===== config.mk =====
export PLATFORM = sky130hd
export DESIGN_NAME = aes_key_expand
export DESIGN_NICKNAME = d
export VERILOG_FILES = /design/src/rtl/aes_pkg.sv /design/src/rtl/aes_sbox.sv /design/src/rtl/aes_key_expand.sv
export SDC_FILE = /design/constraint.sdc
export NUM_CORES = 2
export LEC_CHECK = 0
export ABC_AREA = 1
export BUFFER_PORTS_ARGS = -buffer_cell sky130_fd_sc_hd__buf_2
export CAP_MARGIN = 15
export CORE_UTILIZATION = 30
export CTS_BUF_LIST = sky130_fd_sc_hd__clkbuf_2 sky130_fd_sc_hd__clkbuf_4 sky130_fd_sc_hd__clkbuf_8
export CTS_CLUSTER_DIAMETER = 50
export DETAILED_ROUTE_END_ITERATION = 8
export PLACE_DENSITY = 0.54
export SKIP_CTS_REPAIR_TIMING = 1
export SLEW_MARGIN = 20
export SYNTH_ARGS = -nofsm -noshare
export SYNTH_HDL_FRONTEND = slang
export SYNTH_HIERARCHICAL = 1
export SYNTH_SLANG_ARGS = --single-unit
export TNS_END_PERCENT = 100

===== constraint.sdc =====
create_clock -name clk -period 6.3 [get_ports clk]
set_input_delay 0.63 -clock clk [delete_from_list [all_inputs] [get_ports clk]]
set_output_delay 0.63 -clock clk [all_outputs]
set_load 0.02 [all_outputs]

===== src/rtl/aes_pkg.sv =====
// Shared AES definitions: key-length modes, round parameters, GF(2^8) doubling
// and the forward S-box table used by the key-expansion engine.
package aes_pkg;

  typedef enum logic [1:0] {
    KL_128 = 2'b00,
    KL_192 = 2'b01,
    KL_256 = 2'b10,
    KL_BAD = 2'b11
  } key_len_e;

  function automatic logic [3:0] nk_of(key_len_e kl);
    case (kl)
      KL_128:  return 4'd4;
      KL_192:  return 4'd6;
      KL_256:  return 4'd8;
      default: return 4'd0;
    endcase
  endfunction

  function automatic logic [3:0] nr_of(key_len_e kl);
    case (kl)
      KL_128:  return 4'd10;
      KL_192:  return 4'd12;
      KL_256:  return 4'd14;
      default: return 4'd0;
    endcase
  endfunction

  function automatic logic [7:0] xtime(logic [7:0] b);
    return {b[6:0], 1'b0} ^ (b[7] ? 8'h1b : 8'h00);
  endfunction

  // Entry 0 sits in the top byte so a row reads left to right like the usual table.
  localparam logic [2047:0] SBOX = {
    128'h637c777bf26b6fc53001672bfed7ab76,
    128'hca82c97dfa5947f0add4a2af9ca472c0,
    128'hb7fd9326363ff7cc34a5e5f171d83115,
    128'h04c723c31896059a071280e2eb27b275,
    128'h09832c1a1b6e5aa0523bd6b329e32f84,
    128'h53d100ed20fcb15b6acbbe394a4c58cf,
    128'hd0efaafb434d338545f9027f503c9fa8,
    128'h51a3408f929d38f5bcb6da2110fff3d2,
    128'hcd0c13ec5f974417c4a77e3d645d1973,
    128'h60814fdc222a908846eeb814de5e0bdb,
    128'he0323a0a4906245cc2d3ac629195e479,
    128'he7c8376d8dd54ea96c56f4ea657aae08,
    128'hba78252e1ca6b4c6e8dd741f4bbd8b8a,
    128'h703eb5664803f60e613557b986c11d9e,
    128'he1f8981169d98e949b1e87e9ce5528df,
    128'h8ca1890dbfe6426841992d0fb054bb16
  };

  function automatic logic [7:0] sbox_lookup(logic [7:0] a);
    return SBOX[{~a, 3'b000} +: 8];
  endfunction

endpackage


===== src/rtl/aes_sbox.sv =====
// Single combinational AES forward S-box byte lookup.
module aes_sbox
  import aes_pkg::*;
(
  input  logic [7:0] a_i,
  output logic [7:0] s_o
);

  assign s_o = sbox_lookup(a_i);

endmodule


===== src/rtl/aes_key_expand.sv =====
// Iterative AES-128/192/256 key expansion: one schedule word per cycle through a
// shared SubWord path, round keys streamed out over a valid/ready handshake.
module aes_key_expand
  import aes_pkg::*;
#(
  parameter int MAX_NK = 8
) (
  input  logic         clk,
  input  logic         nrst,
  input  logic         start,
  input  logic [1:0]   key_len,
  input  logic [255:0] key_i,
  output logic         busy,
  output logic         err,
  output logic         rk_valid,
  input  logic         rk_ready,
  output logic [127:0] rk_data,
  output logic [3:0]   rk_idx,
  output logic         rk_last
);

  localparam logic [1:0] S_IDLE  = 2'd0;
  localparam logic [1:0] S_GEN   = 2'd1;
  localparam logic [1:0] S_DRAIN = 2'd2;

  localparam int IDX6 = (MAX_NK >= 6) ? MAX_NK - 6 : 0;
  localparam int IDX8 = (MAX_NK >= 8) ? MAX_NK - 8 : 0;

  logic [1:0]   state_q, state_d;
  logic [31:0]  win_q [MAX_NK];
  logic [31:0]  colW_q [3];
  logic [5:0]   wordCnt_q;
  logic [2:0]   modCnt_q;
  logic [7:0]   rcon_q;
  logic [3:0]   nk_q;
  logic [5:0]   lastWord_q;
  logic         err_q;
  logic         rkValid_q;
  logic [127:0] rkData_q;
  logic [3:0]   rkIdx_q;
  logic         rkLast_q;

  logic [3:0]   nkNew;
  logic [5:0]   lastWordNew;
  logic         modeOk;
  logic         accept;
  logic         advance;
  logic         keyPhase;
  logic [31:0]  wOld;
  logic [31:0]  wPrev;
  logic [31:0]  sboxIn;
  logic [31:0]  subOut;
  logic [31:0]  temp;
  logic [31:0]  newWord;
  logic [31:0]  loadWin [MAX_NK];

  assign nkNew       = nk_of(key_len_e'(key_len));
  assign lastWordNew = {nr_of(key_len_e'(key_len)), 2'b00} + 6'd3;
  assign modeOk      = (key_len != 2'b11) && (nkNew <= 4'(MAX_NK));
  assign accept      = start && (state_q == S_IDLE);
  assign advance     = (state_q == S_GEN) && (!rkValid_q || rk_ready);
  assign keyPhase    = wordCnt_q < {2'b00, nk_q};

  // The active Nk words occupy the top of the window, so w[i-Nk] is always at a
  // fixed slot; during the key phase that same slot holds key word i.
  always_comb begin
    wOld = win_q[MAX_NK-4];
    if (nk_q == 4'd6) wOld = win_q[IDX6];
    else if (nk_q == 4'd8) wOld = win_q[IDX8];
  end

  assign wPrev  = win_q[MAX_NK-1];
  assign sboxIn = (modCnt_q == 3'd0) ? {wPrev[23:0], wPrev[31:24]} : wPrev;

  for (genvar b = 0; b < 4; b++) begin : g_sbox
    aes_sbox u_sbox (
      .a_i(sboxIn[8*b +: 8]),
      .s_o(subOut[8*b +: 8])
    );
  end

  always_comb begin
    temp = wPrev;
    if (modCnt_q == 3'd0) temp = subOut ^ {rcon_q, 24'h0};
    else if (nk_q == 4'd8 && modCnt_q == 3'd4) temp = subOut;
    newWord = keyPhase ? wOld : (wOld ^ temp);
  end

  always_comb begin
    for (int p = 0; p < MAX_NK; p++) begin
      loadWin[p] = '0;
      for (int j = 0; j < MAX_NK; j++) begin
        if (p - j == MAX_NK - int'(nkNew)) loadWin[p] = key_i[255-32*j -: 32];
      end
    end
  end

  always_comb begin
    state_d = state_q;
    case (state_q)
      S_IDLE:  if (start && modeOk) state_d = S_GEN;
      S_GEN:   if (advance && wordCnt_q == lastWord_q) state_d = S_DRAIN;
      S_DRAIN: if (rkValid_q && rk_ready && rkLast_q) state_d = S_IDLE;
      default: state_d = S_IDLE;
    endcase
  end

  always_ff @(posedge clk or negedge nrst) begin
    if (!nrst) begin
      state_q    <= S_IDLE;
      for (int p = 0; p < MAX_NK; p++) win_q[p] <= '0;
      for (int c = 0; c < 3; c++) colW_q[c] <= '0;
      wordCnt_q  <= '0;
      modCnt_q   <= '0;
      rcon_q     <= 8'h01;
      nk_q       <= 4'd4;
      lastWord_q <= '0;
      err_q      <= 1'b0;
      rkValid_q  <= 1'b0;
      rkData_q   <= '0;
      rkIdx_q    <= '0;
      rkLast_q   <= 1'b0;
    end else begin
      state_q <= state_d;
      err_q   <= accept && !modeOk;

      if (accept && modeOk) begin
        for (int p = 0; p < MAX_NK; p++) win_q[p] <= loadWin[p];
        wordCnt_q  <= '0;
        modCnt_q   <= '0;
        rcon_q     <= 8'h01;
        nk_q       <= nkNew;
        lastWord_q <= lastWordNew;
      end else if (advance) begin
        for (int p = 0; p < MAX_NK - 1; p++) win_q[p] <= win_q[p+1];
        win_q[MAX_NK-1] <= newWord;
        wordCnt_q <= wordCnt_q + 6'd1;
        modCnt_q  <= ({1'b0, modCnt_q} == nk_q - 4'd1) ? 3'd0 : modCnt_q + 3'd1;
        if (!keyPhase && modCnt_q == 3'd0) rcon_q <= xtime(rcon_q);
        case (wordCnt_q[1:0])
          2'd0:    colW_q[0] <= newWord;
          2'd1:    colW_q[1] <= newWord;
          2'd2:    colW_q[2] <= newWord;
          default: ;
        endcase
      end

      // Advance already guarantees the output slot is free or draining this cycle.
      if (advance && wordCnt_q[1:0] == 2'd3) begin
        rkValid_q <= 1'b1;
        rkData_q  <= {colW_q[0], colW_q[1], colW_q[2], newWord};
        rkIdx_q   <= wordCnt_q[5:2];
        rkLast_q  <= (wordCnt_q == lastWord_q);
      end else if (rkValid_q && rk_ready) begin
        rkValid_q <= 1'b0;
      end
    end
  end

  assign busy     = (state_q != S_IDLE);
  assign err      = err_q;
  assign rk_valid = rkValid_q;
  assign rk_data  = rkData_q;
  assign rk_idx   = rkIdx_q;
  assign rk_last  = rkLast_q;

endmodule


; ---- Word-level counts from Yosys, hierarchy flattened
; Index checks and enable logic that the tools add are counted.
[word_totals]
word_cells = 190
in_bits = 262
reg_bits = 516
[classes]
addsub = 5
muxes = 89
shifts = 4
magnitude_cmp = 2
reduce_logical = 30
bitwise_logic = 8
n_eq_ne = 30
[op_table]
columns = op, count
row1 = "2048-bit by 12-bit variable part select with 8-bit output, first input constant", 4
row2 = 32-bit two-way mux, 70
row3 = 256-bit two-way mux, 2
row4 = "4-bit by 32-bit equality test with 1-bit output, first input constant", 7
row5 = "3-bit by 32-bit equality test with 1-bit output, first input constant", 4
row6 = "2-bit by 32-bit equality test with 1-bit output, first input constant", 2
row7 = 32-bit bitwise XOR, 2
row8 = "1-bit by 32-bit equality test with 1-bit output, first input constant", 1
row9 = 32-bit zero test, 1
row10 = 8-bit NOT, 4
row11 = 8-bit two-way mux, 3
row12 = 4-bit case mux with 3 select lines, 2
row13 = 1-bit logical AND, 12
row14 = 6-bit two-way mux, 2
row15 = 3-bit AND reduction, 4
row16 = 3-bit two-way mux, 3
row17 = "2-bit equality test, second input constant", 4
row18 = 2-bit nonzero test, 4
row19 = 8-bit by 5-bit bitwise XOR with 8-bit output, 1
row20 = "6-bit by 1-bit adder with 6-bit output, second input constant", 1
row21 = "6-bit by 2-bit adder with 6-bit output, second input constant", 1
row22 = "2-bit by 1-bit equality test with 1-bit output, second input constant", 3
row23 = 6-bit equality test, 1
row24 = 2-bit zero test, 3
row25 = other kinds (20), 27

; ---- Longest topological paths before layout
[depth]
depth_word = 13
ltp_mapped = 29
ltp_nobuf = 26

; ---- Modules after synthesis
; The synthesis kept the hierarchy.
[modules_own_cells]
columns = module, cells_per_inst, n_inst, area_each_um2, seq_area_each_um2
row1 = aes_key_expand, 4478, 1, 30391.6, 12839.8
row2 = aes_sbox, 645, 4, 2981.6, 0.0

; ---- Least setup slack after synthesis
; Ideal clock, no wire load.
[synth_path]
path_type = register to register
startpoint = register modCnt_q[0]
endpoint = register win_q, in the netlist wPrev[25]
path_buffers = 2
t_required_ns = 6.181
stages_incl_launch_ff = 28
path_slack_ns = 2.015
period_less_slack_ns = 4.285
t_arrival_ns = 4.166
cell_sequence = dfrtp_1 -> inv_1 -> ha_1 -> nand2_1 -> clkbuf_1 -> clkbuf_1 -> o21ai_0 -> inv_1 -> ha_1 -> inv_1 -> nand2_2 -> nand2_1 -> inv_2 -> nand2_1 -> nand3_1 -> nand2_1 -> nand2_1 -> nand3_1 -> nand3_1 -> nand2_1 -> inv_1 -> nand2_1 -> nand2_1 -> nand2_1 -> nand3_1 -> nand2_1 -> nand3_1 -> nand2_1
[synth_between]
elab_chain_cells = 10
word_cells_on_any_way = 13
classes_between = eq/ne: 1 / shift: 1 / mux: 6 / bitwise: 3 / reduce/logical: 2
[synth_lines]
columns = element, line
row1 = from (decl), aes_key_expand.sv:33  ; logic [2:0] modCnt_q;
row2 = from (signal assigned), aes_key_expand.sv:138  ; modCnt_q <= ({1'b0, modCnt_q} == nk_q - 4'd1) ? 3'd0 : modCnt_q + 3'd1;
row3 = 3-bit zero test (*), aes_key_expand.sv:73  ; assign sboxIn = (modCnt_q == 3'd0) ? {wPrev[23:0], wPrev[31:24]} : wPrev;
row4 = 32-bit two-way mux (*), aes_key_expand.sv:73
row5 = named net sboxIn[25], aes_key_expand.sv:51  ; logic [31:0] sboxIn;
row6 = 8-bit NOT (*), aes_pkg.sv:55  ; return SBOX[{~a, 3'b000} +: 8];
row7 = 2048-bit by 12-bit variable part select with 8-bit output (*), aes_pkg.sv:55
row8 = named net subOut[25], aes_key_expand.sv:52  ; logic [31:0] subOut;
row9 = 32-bit two-way mux / 32-bit bitwise XOR (equally long branches), "aes_key_expand.sv:85, aes_key_expand.sv:84"
row10 = 32-bit two-way mux (*), aes_key_expand.sv:84  ; if (modCnt_q == 3'd0) temp = subOut ^ {rcon_q, 24'h0};
row11 = 32-bit bitwise XOR (*), aes_key_expand.sv:86  ; newWord = keyPhase ? wOld : (wOld ^ temp);
row12 = 32-bit two-way mux (*), aes_key_expand.sv:86
row13 = 256-bit two-way mux (*), aes_key_expand.sv:134  ; end else if (advance) begin
row14 = 256-bit two-way mux (*), aes_key_expand.sv:127  ; if (accept && modeOk) begin
row15 = "to (signal, indexed assignment)", aes_key_expand.sv:136  ; win_q[MAX_NK-1] <= newWord;
row16 = to (decl), aes_key_expand.sv:30  ; logic [31:0] win_q [MAX_NK];
; The timed path passes the listed nets; every way through them passes the cells marked *. The select of a mux whose other input is x is not followed.
; A chain may end at the register's enable or synchronous reset.

; ---- Worst setup path after layout
[layout_path]
startpoint = register modCnt_q[1]
endpoint = register win_q, in the netlist wPrev[2]
; The elaborated chain is that of the path after synthesis.

==> flow_summary.toml <==
[status]
status = "finished, final reports clean"

[floorplan]
chipHeight_microns = 378
ioPinCount = 398
fp.dieW_microns = 378
rows = 137
core_sq_um = 140000
start_util = 0.303
die-area_sq_um = 143000

[sta]
final.setup_skew_ns = 0.0655
slew_headroom = 0.246
fin_crit_ns = 5.19
report.final.slew_viol_count = 0
period_share = 0.823
setup_viol = 0
tns_ns = 0
tightest_slew_ns = 1.12
hold_viol_final = 0
rsz0062_at_grt = "no"
fmax_mhz = 193

[critical_path]
cp-start-kind = "register"
end_kind = "register"
path_class = "reg -> reg"
cp.required_ns = 7.00
cp.arrival_ns = 5.89
path_max_fanout = 36

[route]
drc = 0
wl_microns = 229000
vias = 51684
dr.pass1.iters = 6
viasPerCell = 5.64
antenna_left = 0
drtIter0Drc = 7263
wire_per_inst_microns = 25.0

[global_route]
grt_pass1_vias = 47774
grt_overflow = 0
grt_max_degree = 171
grt.total_usage = 0.314
antenna_found_initial = 4
grt_first_pass_wirelength_microns = 334000

[clock_tree]
tritoncts = "yes"
path_clk_slew_ns = 0.06
htreeDepth = 3
clock_latency_ns = 0.85
cts_buffers = 102
clockRootBuffer = "clkbuf_8"
cts.sinks = 513
ctsLongestPathBuffers = 3

[synth]
yosysUniqueCellTypes = 34
synth_seq_cells = 513
synthArstFlopShare = 1.00
synth_top_area_share = 0.302
synth_ff_type = "dfrtp_1"
yosys_warnings = 6
synth_most_common_cell = "nand2_1"
synth.top_cells.by_count = "nand2_1 (2688), nand3_1 (1279), dfrtp_1 (511)"
ys_top_cells_by_area = "dfrtp_1 (30%), nand2_1 (24%), nand3_1 (15%), o21ai_0 (5.6%), a21oi_1 (4.8%)"
syn_inst = 7058
synth_edf_count = 0
yosysSeqAreaShare = 0.303
synth_fp_nets = 7399
synth_area_per_cell_sq_um = 6.00
synth_top_area_cell = "dfrtp_1"
netlist_area_sq_um = 42300

[placed_design]
place.gp.congestion = 1.04
io_buffers = 397
hpwl_microns = 164000

[run]
cap_violations = 0

[hold_path]
min_path_type = "in -> reg"

[finish]
area_growth_syn_to_layout_pct = 13.9
drive_gt1_frac = 0.112
fin_nets = 7544
-- state kept, by name, summed over array words and instances, names as in the netlist, 4 cells and up --
register    count
colW_q         96
rk_idx          4
wPrev          32
rk_data       128
win_q         224
lastWord_q      4
wordCnt_q       6
rcon_q          8
-- worst paths after layout --
check / start / slack, ns / cells past startpoint / endpoint
max in group asynchronous: nrst / 4.49 / 3 / wPrev[8]
min: key_i[20] / 0.05 / 3 / win_q[84]
max reg2reg: modCnt_q[1] / 1.11 / 20 / wPrev[2]
min reg2reg: colW_q[68] / 0.45 / 2 / rk_data[100]
min in group asynchronous: nrst / 0.33 / 2 / win_q[217]
max: modCnt_q[1] / 1.11 / 20 / wPrev[2]
-- cells by family after synthesis --
kind of cell | Yosys count | share of synthesized area
AO/OA/AOI/OAI | 1136 | 0.146
XOR/XNOR | 5 | 0.00103
adder cells (fa/ha/maj) | 79 | 0.0234
buffers and inverters | 1024 | 0.101
flip-flops | 513 | 0.303
AND/OR/NAND/NOR | 4301 | 0.425
-- layout make-up --
type | count | area (sq um)
fill | 15718 | 91500
clock buffer | 156 | 1960
clock inverter | 27 | 362
antenna | 5 | 12.5
timing repair buffer | 537 | 3230
inverter | 528 | 2000
tap | 1876 | 2350
sequential | 513 | 12800
multi-input combinational | 5521 | 25500
-- metrics by stage --
stage | setup WS (ns) | utilization | cells | hold slack (ns) | cell area [sq um]
finish | 1.11 | 0.345 | 9163 | 0.0545 | 48200
detailed placement | 1.32 | 0.328 | 8974 | 0.458 | 45900
global route | 0.923 | 0.345 | 9160 | 0.0631 | 48200
global placement | 1.22 | 0.328 | 8974 | 0.455 | 45900
floorplan | 2.02 | - | 7058 | 0.334 | 42300
CTS | 1.30 | 0.345 | 9157 | -0.271 | 48200
-- per-layer routing --
metal | vias to the layer above | global-route usage | wire [microns]
li1 | 23447 | - | -
met1 | 24744 | 0.438 | 97900
met2 | 3020 | 0.477 | 99200
met3 | 471 | 0.0502 | 21200
met4 | 2 | 0.134 | 10800
met5 | - | 0 | 9
-- placed cells by master (no fill, tap or decap), types with 6 or more instances in the layout --
cell type  count
a21o_1        11
a21oi_1      402
a22oi_1       78
buf_12        14
buf_2        396
buf_4        125
bufinv_16      6
clkbuf_4      30
clkbuf_8     126
clkinv_2       9
dfrtp_1      511
ha_1          76
inv_1        494
inv_2         24
nand2_1     2682
nand2_2       18
nand3_1     1278
nand3_2        6
nand4_1       41
nor2_1       243
nor2_2        10
nor2_4         6
nor3_1         6
o2111ai_1     19
o211ai_1      55
o21ai_0      455
o21ai_1       49
o21ai_2        7
o21ai_4        9
o22ai_1       46
-- worst max-delay path: stages, from the launching register on --
cell	delay, ns
dfrtp_1	0.41
inv_1	0.09
ha_1	0.25
nand2_4	0.30
o21ai_0	0.79
inv_1	0.33
ha_1	0.49
nand2_1	0.48
inv_1	0.19
o21ai_0	0.46
nand3_1	0.13
nand3_1	0.11
nand2_1	0.08
nand3_1	0.11
nand2_1	0.12
inv_1	0.07
nand2_1	0.07
nand3_1	0.14
nand2_1	0.16
nand3_1	0.20
nand2_1	0.07
Power is not shown: default switching activity piles up to over one toggle a cycle in this logic, so the estimate is an artifact.
